$ cat config.mk
export PLATFORM = sky130hd
export DESIGN_NAME = vga_text_renderer
export DESIGN_NICKNAME = d
export VERILOG_FILES = /design/src/rtl/vga_text_renderer.sv
export SDC_FILE = /design/constraint.sdc
export NUM_CORES = 1
export LEC_CHECK = 0
export BUFFER_PORTS_ARGS = -buffer_cell sky130_fd_sc_hd__buf_2
export CORE_MARGIN = 2
export CORE_UTILIZATION = 50
export DETAILED_ROUTE_END_ITERATION = 12
export PLACE_DENSITY = 0.91
export SLEW_MARGIN = 5
export SYNTH_ARGS = -nofsm -noshare
export SYNTH_HDL_FRONTEND = slang
export SYNTH_SLANG_ARGS = --single-unit
$ cat constraint.sdc
create_clock -name clk108 -period 4.9 [get_ports clk108]
set_input_delay 0.49 -clock clk108 [delete_from_list [all_inputs] [get_ports clk108]]
set_output_delay 0.49 -clock clk108 [all_outputs]
set_load 0.02 [all_outputs]
$ cat src/rtl/vga_text_renderer.sv
// vga_text_renderer: four-stage text-mode pixel pipeline behind the 1280x1024 VGA sync generator.
// Maps line/column to text-buffer and font-ROM lookups, then emits palette RGB with syncs delayed to match.
module vga_text_renderer #(
  parameter int H_ACTIVE   = 1280,
  parameter int V_ACTIVE   = 1024,
  parameter int BLINK_BITS = 5
) (
  input  logic        clk108,
  input  logic        reset,
  input  logic [11:0] line,
  input  logic [11:0] column,
  input  logic        hsync_in,
  input  logic        vsync_in,
  output logic [13:0] char_addr,
  input  logic [15:0] char_data,
  output logic [11:0] font_addr,
  input  logic [7:0]  font_data,
  input  logic        cursor_en,
  input  logic [5:0]  cursor_row,
  input  logic [7:0]  cursor_col,
  output logic [3:0]  red,
  output logic [3:0]  green,
  output logic [3:0]  blue,
  output logic        hsync,
  output logic        vsync
);

  localparam logic [11:0] H_LIMIT = 12'(H_ACTIVE);
  localparam logic [11:0] V_LIMIT = 12'(V_ACTIVE);

  // Per-pixel side information that travels alongside the memory lookups.
  typedef struct packed {
    logic       active;
    logic [2:0] col3;
    logic [3:0] row4;
    logic       cur;
    logic       hs;
    logic       vs;
  } stage_t;

  localparam stage_t STAGE_RESET = '{
    active: 1'b0,
    col3:   3'd0,
    row4:   4'd0,
    cur:    1'b0,
    hs:     1'b1,
    vs:     1'b1
  };

  function automatic logic [3:0] chan_level(input logic intense, input logic on);
    if (intense) return on ? 4'hF : 4'h5;
    else         return on ? 4'hA : 4'h0;
  endfunction

  // 16-colour palette, index bits {I,R,G,B}; index 6 is dimmed to brown.
  function automatic logic [11:0] palette_rgb(input logic [3:0] idx);
    logic [3:0] r;
    logic [3:0] g;
    logic [3:0] b;
    r = chan_level(idx[3], idx[2]);
    g = chan_level(idx[3], idx[1]);
    b = chan_level(idx[3], idx[0]);
    if (idx == 4'd6) g = 4'h5;
    return {r, g, b};
  endfunction

  logic [5:0]            crow;
  logic [7:0]            ccol;
  logic                  pix_active;
  logic                  cursor_hit;
  logic                  blink_on;
  logic                  vs_fall;
  logic [BLINK_BITS-1:0] frame_cnt;

  stage_t      s1_next;
  stage_t      s1;
  stage_t      s2;
  stage_t      s3;
  logic [3:0]  s2_fg;
  logic [3:0]  s2_bg;
  logic [3:0]  s3_fg;
  logic [3:0]  s3_bg;
  logic        pix;
  logic [11:0] rgb_next;
  logic [11:0] rgb;

  assign crow = line[9:4];
  assign ccol = column[10:3];

  // crow*160 as two shifts; max 63*160+255 fits in 14 bits, so no wrap outside the active area.
  assign char_addr = {1'b0, crow, 7'b0} + {3'b0, crow, 5'b0} + {6'b0, ccol};

  assign pix_active = (column < H_LIMIT) && (line < V_LIMIT);
  assign cursor_hit = (crow == cursor_row) && (ccol == cursor_col);
  assign blink_on   = ~frame_cnt[BLINK_BITS-1];
  assign vs_fall    = s1.vs & ~vsync_in;

  always_comb begin
    s1_next = STAGE_RESET;
    s1_next.active = pix_active;
    s1_next.col3   = column[2:0];
    s1_next.row4   = line[3:0];
    s1_next.cur    = cursor_hit && cursor_en && blink_on;
    s1_next.hs     = hsync_in;
    s1_next.vs     = vsync_in;
  end

  always_ff @(posedge clk108 or posedge reset) begin
    if (reset) begin
      frame_cnt <= '0;
    end else if (vs_fall) begin
      frame_cnt <= frame_cnt + {{(BLINK_BITS-1){1'b0}}, 1'b1};
    end
  end

  // S1: side info captured while the text RAM registers char_addr.
  always_ff @(posedge clk108 or posedge reset) begin
    if (reset) begin
      s1 <= STAGE_RESET;
    end else begin
      s1 <= s1_next;
    end
  end

  // S2: text word arrives; launch the font lookup and keep the colour indices.
  always_ff @(posedge clk108 or posedge reset) begin
    if (reset) begin
      s2        <= STAGE_RESET;
      s2_fg     <= 4'd0;
      s2_bg     <= 4'd0;
      font_addr <= 12'd0;
    end else begin
      s2        <= s1;
      s2_fg     <= char_data[11:8];
      s2_bg     <= char_data[15:12];
      font_addr <= {char_data[7:0], s1.row4};
    end
  end

  // S3: font ROM access in flight.
  always_ff @(posedge clk108 or posedge reset) begin
    if (reset) begin
      s3    <= STAGE_RESET;
      s3_fg <= 4'd0;
      s3_bg <= 4'd0;
    end else begin
      s3    <= s2;
      s3_fg <= s2_fg;
      s3_bg <= s2_bg;
    end
  end

  // Cursor is an underline on the bottom two glyph rows.
  always_comb begin
    pix = font_data[3'd7 - s3.col3];
    if (s3.cur && (s3.row4 >= 4'd14)) pix = 1'b1;
    rgb_next = s3.active ? palette_rgb(pix ? s3_fg : s3_bg) : 12'h000;
  end

  // S4: output register, colour and sync leave together.
  always_ff @(posedge clk108 or posedge reset) begin
    if (reset) begin
      rgb   <= 12'h000;
      hsync <= 1'b1;
      vsync <= 1'b1;
    end else begin
      rgb   <= rgb_next;
      hsync <= s3.hs;
      vsync <= s3.vs;
    end
  end

  assign red   = rgb[11:8];
  assign green = rgb[7:4];
  assign blue  = rgb[3:0];

endmodule

---- Word-level counts from Yosys, hierarchy flattened ----
Index checks and enable logic that the tools add are counted.
storage, ports and cells
  ROM bits ................................ 0
  memories kept ........................... 0
  input port bits ......................... 67
  bits in writable memories ............... 0
  register bits after elaboration ......... 80
  latch bits .............................. 0
  logic and storage cells ................. 61
  output and inout port bits .............. 40
operators by class
  $mul .................................... 0
  bitwise logic cells ..................... 3
  add/subtract/negate cells ............... 4
  equality and inequality tests ........... 3
  magnitude comparators ................... 4
  divide/modulo/power cells ............... 0
  reductions and logical operators ........ 5
  shift-type cells ........................ 0
  mux-type cells .......................... 15
operators with widths
  cell                  count
  $mux 4                11
  $lt 12x11->1 const B  2
  $add 13x11->14        1
  $add 14x8->14         1
  $mux 12               1
  $eq 8x8->1            1
  $eq 6x6->1            1
  $add 5x1->5 const B   1
  $logic_and 1x1->1     5
  $eq 4x3->1 const B    1
  $ge 4x4->1 const B    1
  $lt 3x4->1 const B    1
  $bmux 1 s3            1
  $sub 3x3->3 const A   1
  $mux 1                2
  $not 1->1             2
  $and 1x1->1           1

---- Depth between registers and ports, before layout ----
Gate-level depths: netlist of run 1.
  depth in word-level cells ............... 9
  mapped depth ............................ 8
  depth with buffers taken out ............ 8

---- Worst setup path before layout of run 1 ----
OpenSTA, ideal clock, no wires.
  path kind ............................... input to output
  start ................................... in line[4]
  end ..................................... out char_addr[11]
  stages on the path ...................... 8
  setup slack ............................. 1.799 ns
  data arrival time ....................... 2.611 ns
  path buffers ............................ 0
  data required time ...................... 4.410 ns
  cell sequence ........................... inv_1 -> fa_1 -> inv_1 -> ha_1 -> a21o_1 -> a21o_1 -> a211o_1 -> a211oi_1
on the way
  word-level cells in the longest chain between the ends .. 2
ends and longest elaborated chain
  item             RTL line  RTL
  start, declared  10        input logic [11:0] line,
  $add 13x11->14   91        assign char_addr = {1'b0, crow, 7'b0} + {3'b0, crow, 5'b0} + {6'b0, ccol};
  $add 14x8->14    91
  end, declared    14        output logic [13:0] char_addr,
No other way between the ends.

---- Worst setup path in the final report of run 1 ----
Same ends and word-level chain as after synthesis.

==> qor.csv, run 1 <==
stage;metric;value;unit
cells_and_area;nets;372;
cts;clock latency at the later pin of the worst-skew pair;320;ps
global_routing;met1 usage;17.3;%
status;status;finished clean;
cts;TritonCTS clock tree;done;
placement;dpl cells;350;
cts;CTS H-tree lvls;3;
sta;Tcrit/Tclk final;64.9;%
worst_setup_path;Worst Path Required;4410;ps
pwr;Leak;1.72;nW
placement;number of buffers added on ports;106;
global_routing;Total GRT Usage;17.2;%
placement;DP Wirelength;3850;µm
worst_setup_path;CP Class;input port to output port;
logic_synthesis;Synth Flop Type;dfrtp_1;
cts;CTS buffer count;9;
placement;Place WS;1700;ps
cts;cts-stage hold buffer count;0;
sta;Slew Limit Fails;0;
floorplanning;chip width;77.4;µm
logic_synthesis;number of synthesized flops with an enable pin;0;
drt;Vias/cell;4.76;
cts;Root Buffer;clkbuf_8;
global_routing;aggregate global routing overflow;0;
floorplanning;Die H;77.4;µm
logic_synthesis;syn nets;273;
sta;PnR worst setup slack;1720;ps
logic_synthesis;FFs w/ async S/R, synth;100;%
cts;Post CTS Setup Buffer Count;0;
logic_synthesis;syn avg cell area;14.0;µm²
sta;fmax;314;MHz
cells_and_area;layout overhead on the synthesized area;24.6;%
global_routing;grt peak-use layer;met2;
pwr;Peak VDD IR;0.000171;V
cells_and_area;n_diodes;0;
drt;DR WL/cell;13.1;µm
sta;final hold vios;0;
worst_setup_path;critical-path maximum fanout;4;
drt;DR pass1 iterations;4;
logic_synthesis;synth unique cells;37;
pwr;Total Power;1.25;mW
cells_and_area;fin cells;365;
placement;RD Place Congestion;0.777;
floorplanning;row count;26;
floorplanning;Core Box Area;5140;µm²
sta;Least-Margin Pin Slew;644;ps
worst_setup_path;CP Capture Type;output port;
sta;final setup TNS;0;ps
logic_synthesis;cells after synthesis;192;
cells_and_area;filler cell count;387;
global_routing;number of global-route vias before repair;1803;
floorplanning;I/O pins;107;
cts;clock sink count;68;
sta;shortest period the worst path allows;3180;ps
sta;hold_ws;257;ps
logic_synthesis;#FFs+latches synth;68;
pwr;Cell Pwr Density;374;nW/µm²
floorplanning;Die ar.;5980;µm²
sta;max_slew headroom;57.0;%
global_routing;first-pass GRT wire length;7730;µm
cts;post-CTS resize count;0;
cells_and_area;share of cells above drive strength 1;45.1;%
drt;vias post-DR;1739;
global_routing;grt met3 use;3.95;%
cts;Clk pin slew, worst setup/hold paths;70;ps
global_routing;initial antenna violation count;0;
floorplanning;Starting Density;52.3;%
cells_and_area;multi-input logic area;783;µm²
min_path;Hold Path Class;input port to asynchronous set/reset pin;
drt;drt initial violations;113;
worst_setup_path;CP arrival;2690;ps
sta;Clock Skew;5.08;ps
logic_synthesis;Netlist Area Pre-Place;2690;µm²
global_routing;grt met2 use;32.7;%
logic_synthesis;sequential area share after synthesis;63.6;%
run;Max-Cap Viols;0;
sta;RSZ-0062 raised after global routing;no;
drt;ANT nets after route;0;
logic_synthesis;Ys Warns;0;
drt;routed wire length;4800;µm
drt;DRC;0;
sta;# setup viols final;0;
cts;clock buffer depth;2;
worst_setup_path;Startpoint Class;input port;
global_routing;largest net degree at the start of global routing;38;
cells_and_area;storage element area;1710;µm²
kinds of logic after synthesis:
group | synth area share (%)
AOI/OAI and AO/OA | 5.12
muxes | 4.23
DFF | 63.6
and+or+nand+nor | 6.19
buffers and inverters | 7.26
adders and majority gates | 7.07
xor gates and xnor gates | 6.51
where the power goes:
part	internal, mW	switching, mW
sequential	0.608	0.0269
clock	0.230	0.182
combinational	0.0932	0.113
total	0.932	0.322
state kept, by name, indices dropped and copies added, names as in the netlist:
name / flops
font_addr: 9
frame_cnt: 5
hsync: 1
rgb: 5
s1: 11
s2: 10
s2_bg: 4
s2_fg: 4
s3: 10
s3_bg: 4
s3_fg: 4
vsync: 1
synth_stat cells (2+ instances only):
library cell / number / area share [%]
nand3_1: 2 / 0.37
xor2_1: 7 / 2.3
o21a_1: 3 / 0.84
nor4_1: 2 / 0.47
nor2b_1: 2 / 0.47
xnor2_1: 13 / 4.2
mux2i_1: 8 / 3.0
dfstp_2: 8 / 7.8
nor3b_1: 2 / 0.56
ha_1: 12 / 5.6
nand4_1: 5 / 1.2
o311ai_0: 2 / 0.65
buf_4: 16 / 4.5
nor2_1: 2 / 0.28
inv_1: 13 / 1.8
buf_6: 2 / 0.84
nand2_1: 7 / 0.98
nor3_1: 4 / 0.74
a2111oi_0: 2 / 0.65
dfrtp_1: 60 / 56
fa_1: 2 / 1.5
a21o_1: 2 / 0.56
o21ai_0: 2 / 0.37
layout by cell type (no fill, tap or decap), types with 2 or more instances in the layout:
master,synthesis,routed
buf_2,0,106
dfrtp_1,60,60
xnor2_1,13,13
inv_1,13,12
ha_1,12,12
clkbuf_8,0,9
mux2i_1,8,8
dfstp_2,8,8
nand2_1,7,7
xor2_1,7,7
nand4_1,5,5
nor3_1,4,4
o21a_1,3,3
clkinv_2,0,3
a21o_1,2,2
a2111oi_0,2,2
nor2_1,2,2
nor4_1,2,2
o311ai_0,2,2
nor3b_1,2,2
nand3_1,2,2
nor2b_1,2,2
o21ai_0,2,2
fa_1,2,2
layer usage:
metal / up-vias / routed length (µm)
met5: - / 0
met4: 0 / 68
met3: 4 / 336
met2: 74 / 2640
met1: 825 / 1750
li1: 836 / -
per-stage QoR:
stage	area [µm²]	utilization, %
3_3_place_gp	3170	61.7
6_report	3350	65.2
3_5_place_dp	3170	61.7
2_1_floorplan	2690	-
5_1_grt	3350	65.2
4_1_cts	3350	65.2
path summary, 6_finish.rpt:
check / cells after the start / to / start / slack [ps]
max: 10 / char_addr[11] / line[4] / 1720
min: 2 / font_addr[5] / reset / 260
max reg2reg: 4 / rgb[6] / s3[8] / 3160
min reg2reg: 0 / s2[4] / s1[4] / 340
max in group asynchronous: 3 / s3[1] / reset / 3730
min in group clk108: 1 / s2_fg[1] / char_data[9] / 270
worst max-delay path, stage by stage:
cell       delay, ps
buf_2            110
inv_1             60
fa_1             590
inv_1             60
ha_1             280
a21o_1           150
a21o_1           220
a2111oi_0        450
a211oi_1          90
buf_2            180
area by class of cell:
type,count,area share [%]
sequential,68,51.1
multi-input combinational,92,23.4
clock inverter,5,1.61
tap,70,2.61
clock buffer,10,3.81
inverter,13,1.46
timing repair buffer,107,16.1
Note: power is estimated with default switching activity, not from simulation.
==> run 2, diff against run 1 <==
--- a/config.mk
+++ b/config.mk
@@ -7,9 +7,9 @@
 export LEC_CHECK = 0
 export BUFFER_PORTS_ARGS = -buffer_cell sky130_fd_sc_hd__buf_2
 export CORE_MARGIN = 2
-export CORE_UTILIZATION = 50
+export CORE_UTILIZATION = 43
 export DETAILED_ROUTE_END_ITERATION = 12
-export PLACE_DENSITY = 0.91
+export PLACE_DENSITY = 0.84
 export SLEW_MARGIN = 5
 export SYNTH_ARGS = -nofsm -noshare
 export SYNTH_HDL_FRONTEND = slang
==> constraint.sdc (replaced) <==
create_clock -name clk108 -period 2.8 [get_ports clk108]
set_input_delay 0.28 -clock clk108 [delete_from_list [all_inputs] [get_ports clk108]]
set_output_delay 0.28 -clock clk108 [all_outputs]
set_load 0.02 [all_outputs]
==> run 2 against run 1 <==
  * Non-clock buffer count increased by 2
  * Setup slack got worse by 1700 ps
  * First-iteration DRC count decreased by 50%
  * Via count increased by 2.1%
  * Clock-buffer cell count increased by 1
  * Critical path depth unchanged
  * Die area increased by 15%
  * Core utilization decreased by 8.5 points
  * Power increased by 75%
  * Critical path type unchanged
  * Largest cell class unchanged
==> qor.csv, run 2 (synthesis results as in run 1) <==
stage;metric;value;unit
sta;final hold vios;0;
worst_setup_path;Startpoint Class;input port;
sta;PnR worst setup slack;51.1;ps
floorplanning;Die H;83.1;µm
worst_setup_path;CP arrival;2470;ps
floorplanning;chip width;83.1;µm
cts;TritonCTS clock tree;done;
placement;Place WS;-17.4;ps
sta;fmax;364;MHz
worst_setup_path;CP Capture Type;output port;
cells_and_area;multi-input logic area;801;µm²
drt;drt initial violations;56;
global_routing;grt met2 use;27.7;%
cts;clock latency at the later pin of the worst-skew pair;320;ps
cells_and_area;storage element area;1710;µm²
cells_and_area;share of cells above drive strength 1;47.0;%
sta;Least-Margin Pin Slew;589;ps
cells_and_area;Biggest register;s1;
floorplanning;Core Box Area;5990;µm²
drt;vias post-DR;1775;
placement;number of buffers added on ports;106;
worst_setup_path;critical path's slowest cell;fa_1;
worst_setup_path;Worst Path Required;2520;ps
global_routing;aggregate global routing overflow;0;
global_routing;number of global-route vias before repair;1823;
cells_and_area;Regs by FF count;s1: 11 flops, s2: 10 flops, s3: 10 flops;
cts;clock sink count;68;
cells_and_area;n_diodes;0;
sta;Clock Skew;10.5;ps
global_routing;grt met3 use;4.87;%
floorplanning;Die ar.;6900;µm²
cells_and_area;commonest non-fill, non-tap cell in the layout;buf_2;
sta;shortest period the worst path allows;2750;ps
sta;max_slew headroom;60.7;%
worst_setup_path;critical path cell sequence;buf_2 > inv_1 > fa_1 > inv_1 > ha_1 > a21o_1 > a21o_1 > a211o_1 > a211oi_2 > buf_4;
pwr;Cell Pwr Density;647;nW/µm²
worst_setup_path;critical-path maximum fanout;4;
min_path;Hold Path Class;input port to asynchronous set/reset pin;
worst_setup_path;Worst Path Buf+Inv;4;
drt;DR pass1 iterations;5;
cells_and_area;filler cell count;484;
cts;Clk pin slew, worst setup/hold paths;80;ps
worst_setup_path;CP Class;input port to output port;
cells_and_area;nets;374;
sta;hold_ws;10.4;ps
global_routing;initial antenna violation count;0;
global_routing;met1 usage;15.0;%
cts;CTS H-tree lvls;3;
placement;Placed Area;3190;µm²
sta;# setup viols final;0;
pwr;Leak;1.72;nW
global_routing;grt peak-use layer;met2;
cells_and_area;number of flip-flops in the largest register;11;
cells_and_area;layout overhead on the synthesized area;26.3;%
cts;Post CTS Setup Buffer Count;0;
global_routing;Total GRT Usage;14.6;%
global_routing;first-pass GRT wire length;7940;µm
cts;clock buffer depth;2;
worst_setup_path;CP top delay family;compound AO/OA/AOI/OAI gates;
drt;routed wire length;4890;µm
drt;DR WL/cell;13.1;µm
sta;RSZ-0062 raised after global routing;yes;
cells_and_area;Final Instance Area;3400;µm²
drt;ANT nets after route;0;
floorplanning;row count;28;
cts;Root Buffer;clkbuf_8;
pwr;Total Power;2.20;mW
drt;Vias/cell;4.76;
run;Max-Cap Viols;0;
sta;Slew Limit Fails;0;
cts;CTS buffer count;9;
drt;DRC;0;
floorplanning;Starting Density;44.9;%
status;status;finished clean;
cells_and_area;most frequent cells in the layout;buf_2, dfrtp_1, xnor2_1, inv_1, ha_1;
floorplanning;I/O pins;107;
global_routing;largest net degree at the start of global routing;31;
placement;DP Wirelength;3900;µm
worst_setup_path;slowest stage delay, CP;590;ps
pwr;Peak VDD IR;0.000344;V
sta;Tcrit/Tclk final;98.2;%
placement;RD Place Congestion;0.788;
## run 2: worst paths after layout
kind                       slack [ps]       endpoint  cells after the start  startpoint
hold / removal                     10   font_addr[9]                      2       reset
max in group asynchronous        1980          s3[1]                      3       reset
min in group clk108                60          s1[1]                      1    hsync_in
setup / recovery                   50  char_addr[11]                     10     line[4]
hold reg to reg                   340          s3[2]                      0       s2[2]
setup reg to reg                 1090         rgb[6]                      4       s3[8]
## run 2: cell type report
cell class | instances | share of cell area (%)
inverter | 13 | 1.44
multi-input combinational | 92 | 23.6
sequential | 68 | 50.4
clock inverter | 5 | 1.07
tap | 75 | 2.76
clock buffer | 11 | 4.46
timing repair buffer | 109 | 16.3
## run 2: worst reg2reg max path, cell delays in order (launching register included)
cell,delay [ps]
dfrtp_1,450
mux2i_1,140
mux4_2,500
and2_4,190
o311a_1,320
## run 2: report_power, final
part           switching [mW]  internal, mW
logic                   0.206         0.171
registers              0.0479          1.06
clock network           0.342         0.369
## run 2: metal layers
layer | routed length, µm | vias up
met2 | 2710 | 91
li1 | - | 845
met1 | 1790 | 837
met5 | 0 | -
met3 | 376 | 2
met4 | 19 | 0
## run 2: repair_timing
item                                    in CTS  in global routing
gates cloned                                 0                  0
gates resized for setup                      2                  4
pin swaps                                    0                  4
hold buffers                                 0                  0
endpoints found under the setup margin       1                  2
## run 2: through the flow
| stage | TNS [ps] | instances | utilization (%) |
|---|---|---|---|
| 3_5_place_dp | -17.4 | 357 | 53.3 |
| 4_1_cts | 0 | 373 | 56.5 |
| 2_1_floorplan | 0 | 192 | - |
| 3_3_place_gp | 0 | 357 | 53.3 |
| 5_1_grt | -7.45 | 373 | 56.7 |
| 6_report | 0 | 373 | 56.7 |
==> run 3, diff against run 2 <==
--- a/config.mk
+++ b/config.mk
@@ -5,11 +5,13 @@
 export SDC_FILE = /design/constraint.sdc
 export NUM_CORES = 1
 export LEC_CHECK = 0
+export ABC_CLOCK_PERIOD_IN_PS = 2800
 export BUFFER_PORTS_ARGS = -buffer_cell sky130_fd_sc_hd__buf_2
 export CORE_MARGIN = 2
-export CORE_UTILIZATION = 43
+export CORE_UTILIZATION = 45
+export CTS_BUF_LIST = sky130_fd_sc_hd__clkbuf_2 sky130_fd_sc_hd__clkbuf_4 sky130_fd_sc_hd__clkbuf_8
 export DETAILED_ROUTE_END_ITERATION = 12
-export PLACE_DENSITY = 0.84
+export PLACE_DENSITY = 0.87
 export SLEW_MARGIN = 5
 export SYNTH_ARGS = -nofsm -noshare
 export SYNTH_HDL_FRONTEND = slang
==> run 3 against run 2 <==
  * Setup slack improved by 66 ps
  * Routed wire length fell by 1.3%
  * Clock power rose by 9.0%
  * Cell count did not move
  * Via count fell by 0.51%
  * Sequential share of layout area fell by 0.11 points
  * Power rose by 2.8%
  * Largest power group unchanged
  * Cell area rose by 0.22%
  * Critical endpoint unchanged
  * Clock-buffer cell count fell by 1
==> qor.csv, run 3 (synthesis results as in run 1) <==
stage;metric;value;unit
status;status;finished clean;
worst_setup_path;critical path's slowest cell;fa_1;
worst_setup_path;Worst Path Buf+Inv;4;
sta;hold_ws;45.8;ps
sta;# setup viols final;0;
drt;vias post-DR;1766;
floorplanning;Core Box Area;5850;µm²
global_routing;number of global-route vias before repair;1763;
global_routing;largest net degree at the start of global routing;37;
floorplanning;I/O pins;107;
cells_and_area;fin cells;373;
worst_setup_path;critical path depth;10;
drt;routed wire length;4830;µm
cts;clock buffer depth;2;
worst_setup_path;setup slack, reg-to-reg;1060;ps
pwr;Cell Pwr Density;664;nW/µm²
cells_and_area;commonest non-fill, non-tap cell in the layout;buf_2;
sta;max_slew headroom;53.4;%
cells_and_area;n_diodes;0;
cells_and_area;Regs by FF count;s1: 11 flops, s2: 10 flops, s3: 10 flops;
worst_setup_path;worst r2r src;s3[8];
cells_and_area;Biggest register;s1;
placement;Placed Area;3190;µm²
sta;Slew Limit Fails;0;
run;Max-Cap Viols;0;
worst_setup_path;Reg2Reg Capture Point;rgb[6];
worst_setup_path;CP Capture Type;output port;
placement;number of buffers added on ports;106;
placement;RD Place Congestion;0.871;
cts;cts-stage hold buffer count;0;
drt;ANT nets after route;0;
worst_setup_path;crit path capture;char_addr[11];
drt;DR pass1 iterations;4;
placement;Place WS;45.8;ps
cts;clock sink count;68;
sta;fmax;373;MHz
cells_and_area;most frequent cells in the layout;buf_2, dfrtp_1, xnor2_1, inv_1, ha_1;
sta;shortest period the worst path allows;2680;ps
cells_and_area;filler cell count;463;
worst_setup_path;CP arrival;2400;ps
worst_setup_path;critical-path maximum fanout;4;
worst_setup_path;CP Class;input port to output port;
worst_setup_path;start point of the critical path;line[4];
drt;DR WL/cell;12.9;µm
cts;TritonCTS clock tree;done;
cells_and_area;share of cells above drive strength 1;46.6;%
global_routing;Total GRT Usage;15.5;%
sta;final hold vios;0;
sta;PnR worst setup slack;117;ps
pwr;Peak VDD IR;0.000354;V
global_routing;first-pass GRT wire length;7470;µm
cts;clock latency at the later pin of the worst-skew pair;330;ps
cells_and_area;nets;374;
cells_and_area;utilization after layout;58.2;%
worst_setup_path;slowest stage delay, CP;560;ps
cts;post-CTS resize count;0;
worst_setup_path;Worst Path Required;2520;ps
worst_setup_path;Startpoint Class;input port;
sta;Clock Skew;9.78;ps
sta;final setup TNS;0;ps
cells_and_area;Final Instance Area;3410;µm²
sta;Tcrit/Tclk final;95.8;%
pwr;Leak;1.73;nW
cells_and_area;layout overhead on the synthesized area;26.6;%
global_routing;aggregate global routing overflow;0;
cts;CTS buffer count;9;
worst_setup_path;CP top delay family;compound AO/OA/AOI/OAI gates;
pwr;Total Power;2.26;mW
placement;dpl cells;357;
floorplanning;chip width;81.3;µm
worst_setup_path;critical path cell sequence;buf_2 > inv_1 > fa_1 > inv_1 > ha_1 > a21o_1 > a21o_1 > a2111oi_2 > a211oi_2 > buf_4;
cts;Clk pin slew, worst setup/hold paths;70;ps
placement;DP Wirelength;3800;µm
drt;drt initial violations;84;
floorplanning;row count;28;
floorplanning;Die ar.;6610;µm²
global_routing;initial antenna violation count;0;
sta;Least-Margin Pin Slew;698;ps
floorplanning;Starting Density;46.0;%
cts;CTS H-tree lvls;3;
cells_and_area;number of flip-flops in the largest register;11;
cts;Post CTS Setup Buffer Count;0;
worst_setup_path;Reg2Reg Depth;4;
drt;DRC;0;
drt;Vias/cell;4.73;
cts;Root Buffer;clkbuf_8;
floorplanning;Die H;81.3;µm
min_path;Hold Path Class;input port to asynchronous set/reset pin;
[run 3: worst min path at each step]
| stage | start | to | slack (ps) | depth (start not counted) |
|---|---|---|---|---|
| finish | reset | font_addr[7] | 50 | 2 |
| global route | char_data[7] | font_addr[11] | 30 | 1 |
| CTS | char_data[4] | font_addr[8] | 30 | 1 |
| detailed placement | s2_fg[0] | s3_fg[0] | 340 | 0 |
| global placement | s1[7] | s2[7] | 330 | 0 |
| floorplan | vsync_in | s1[0] | 280 | 0 |
[run 3: layout make-up]
type / count / area, µm² / share of cell area, %
flip-flops and latches: 68 / 1710 / 50.3
inverters: 13 / 48.8 / 1.43
repair buffers: 109 / 556 / 16.3
multi-input cells: 92 / 795 / 23.3
clock buffers: 10 / 138 / 4.04
well taps: 75 / 93.8 / 2.76
clock inverters: 6 / 63.8 / 1.87
[run 3: layer usage]
| metal | track usage (%) | wire, µm | vias up |
|---|---|---|---|
| met5 | 0 | 0 | - |
| met4 | 10.3 | 129 | 0 |
| met3 | 4.22 | 395 | 10 |
| met2 | 27.4 | 2480 | 83 |
| met1 | 16.0 | 1820 | 830 |
| li1 | - | - | 843 |
[run 3: where the power goes]
part,switching [mW],total [mW],internal (mW)
Sequential,0.0479,1.11,1.06
Clock,0.342,0.775,0.433
Combinational,0.203,0.375,0.172
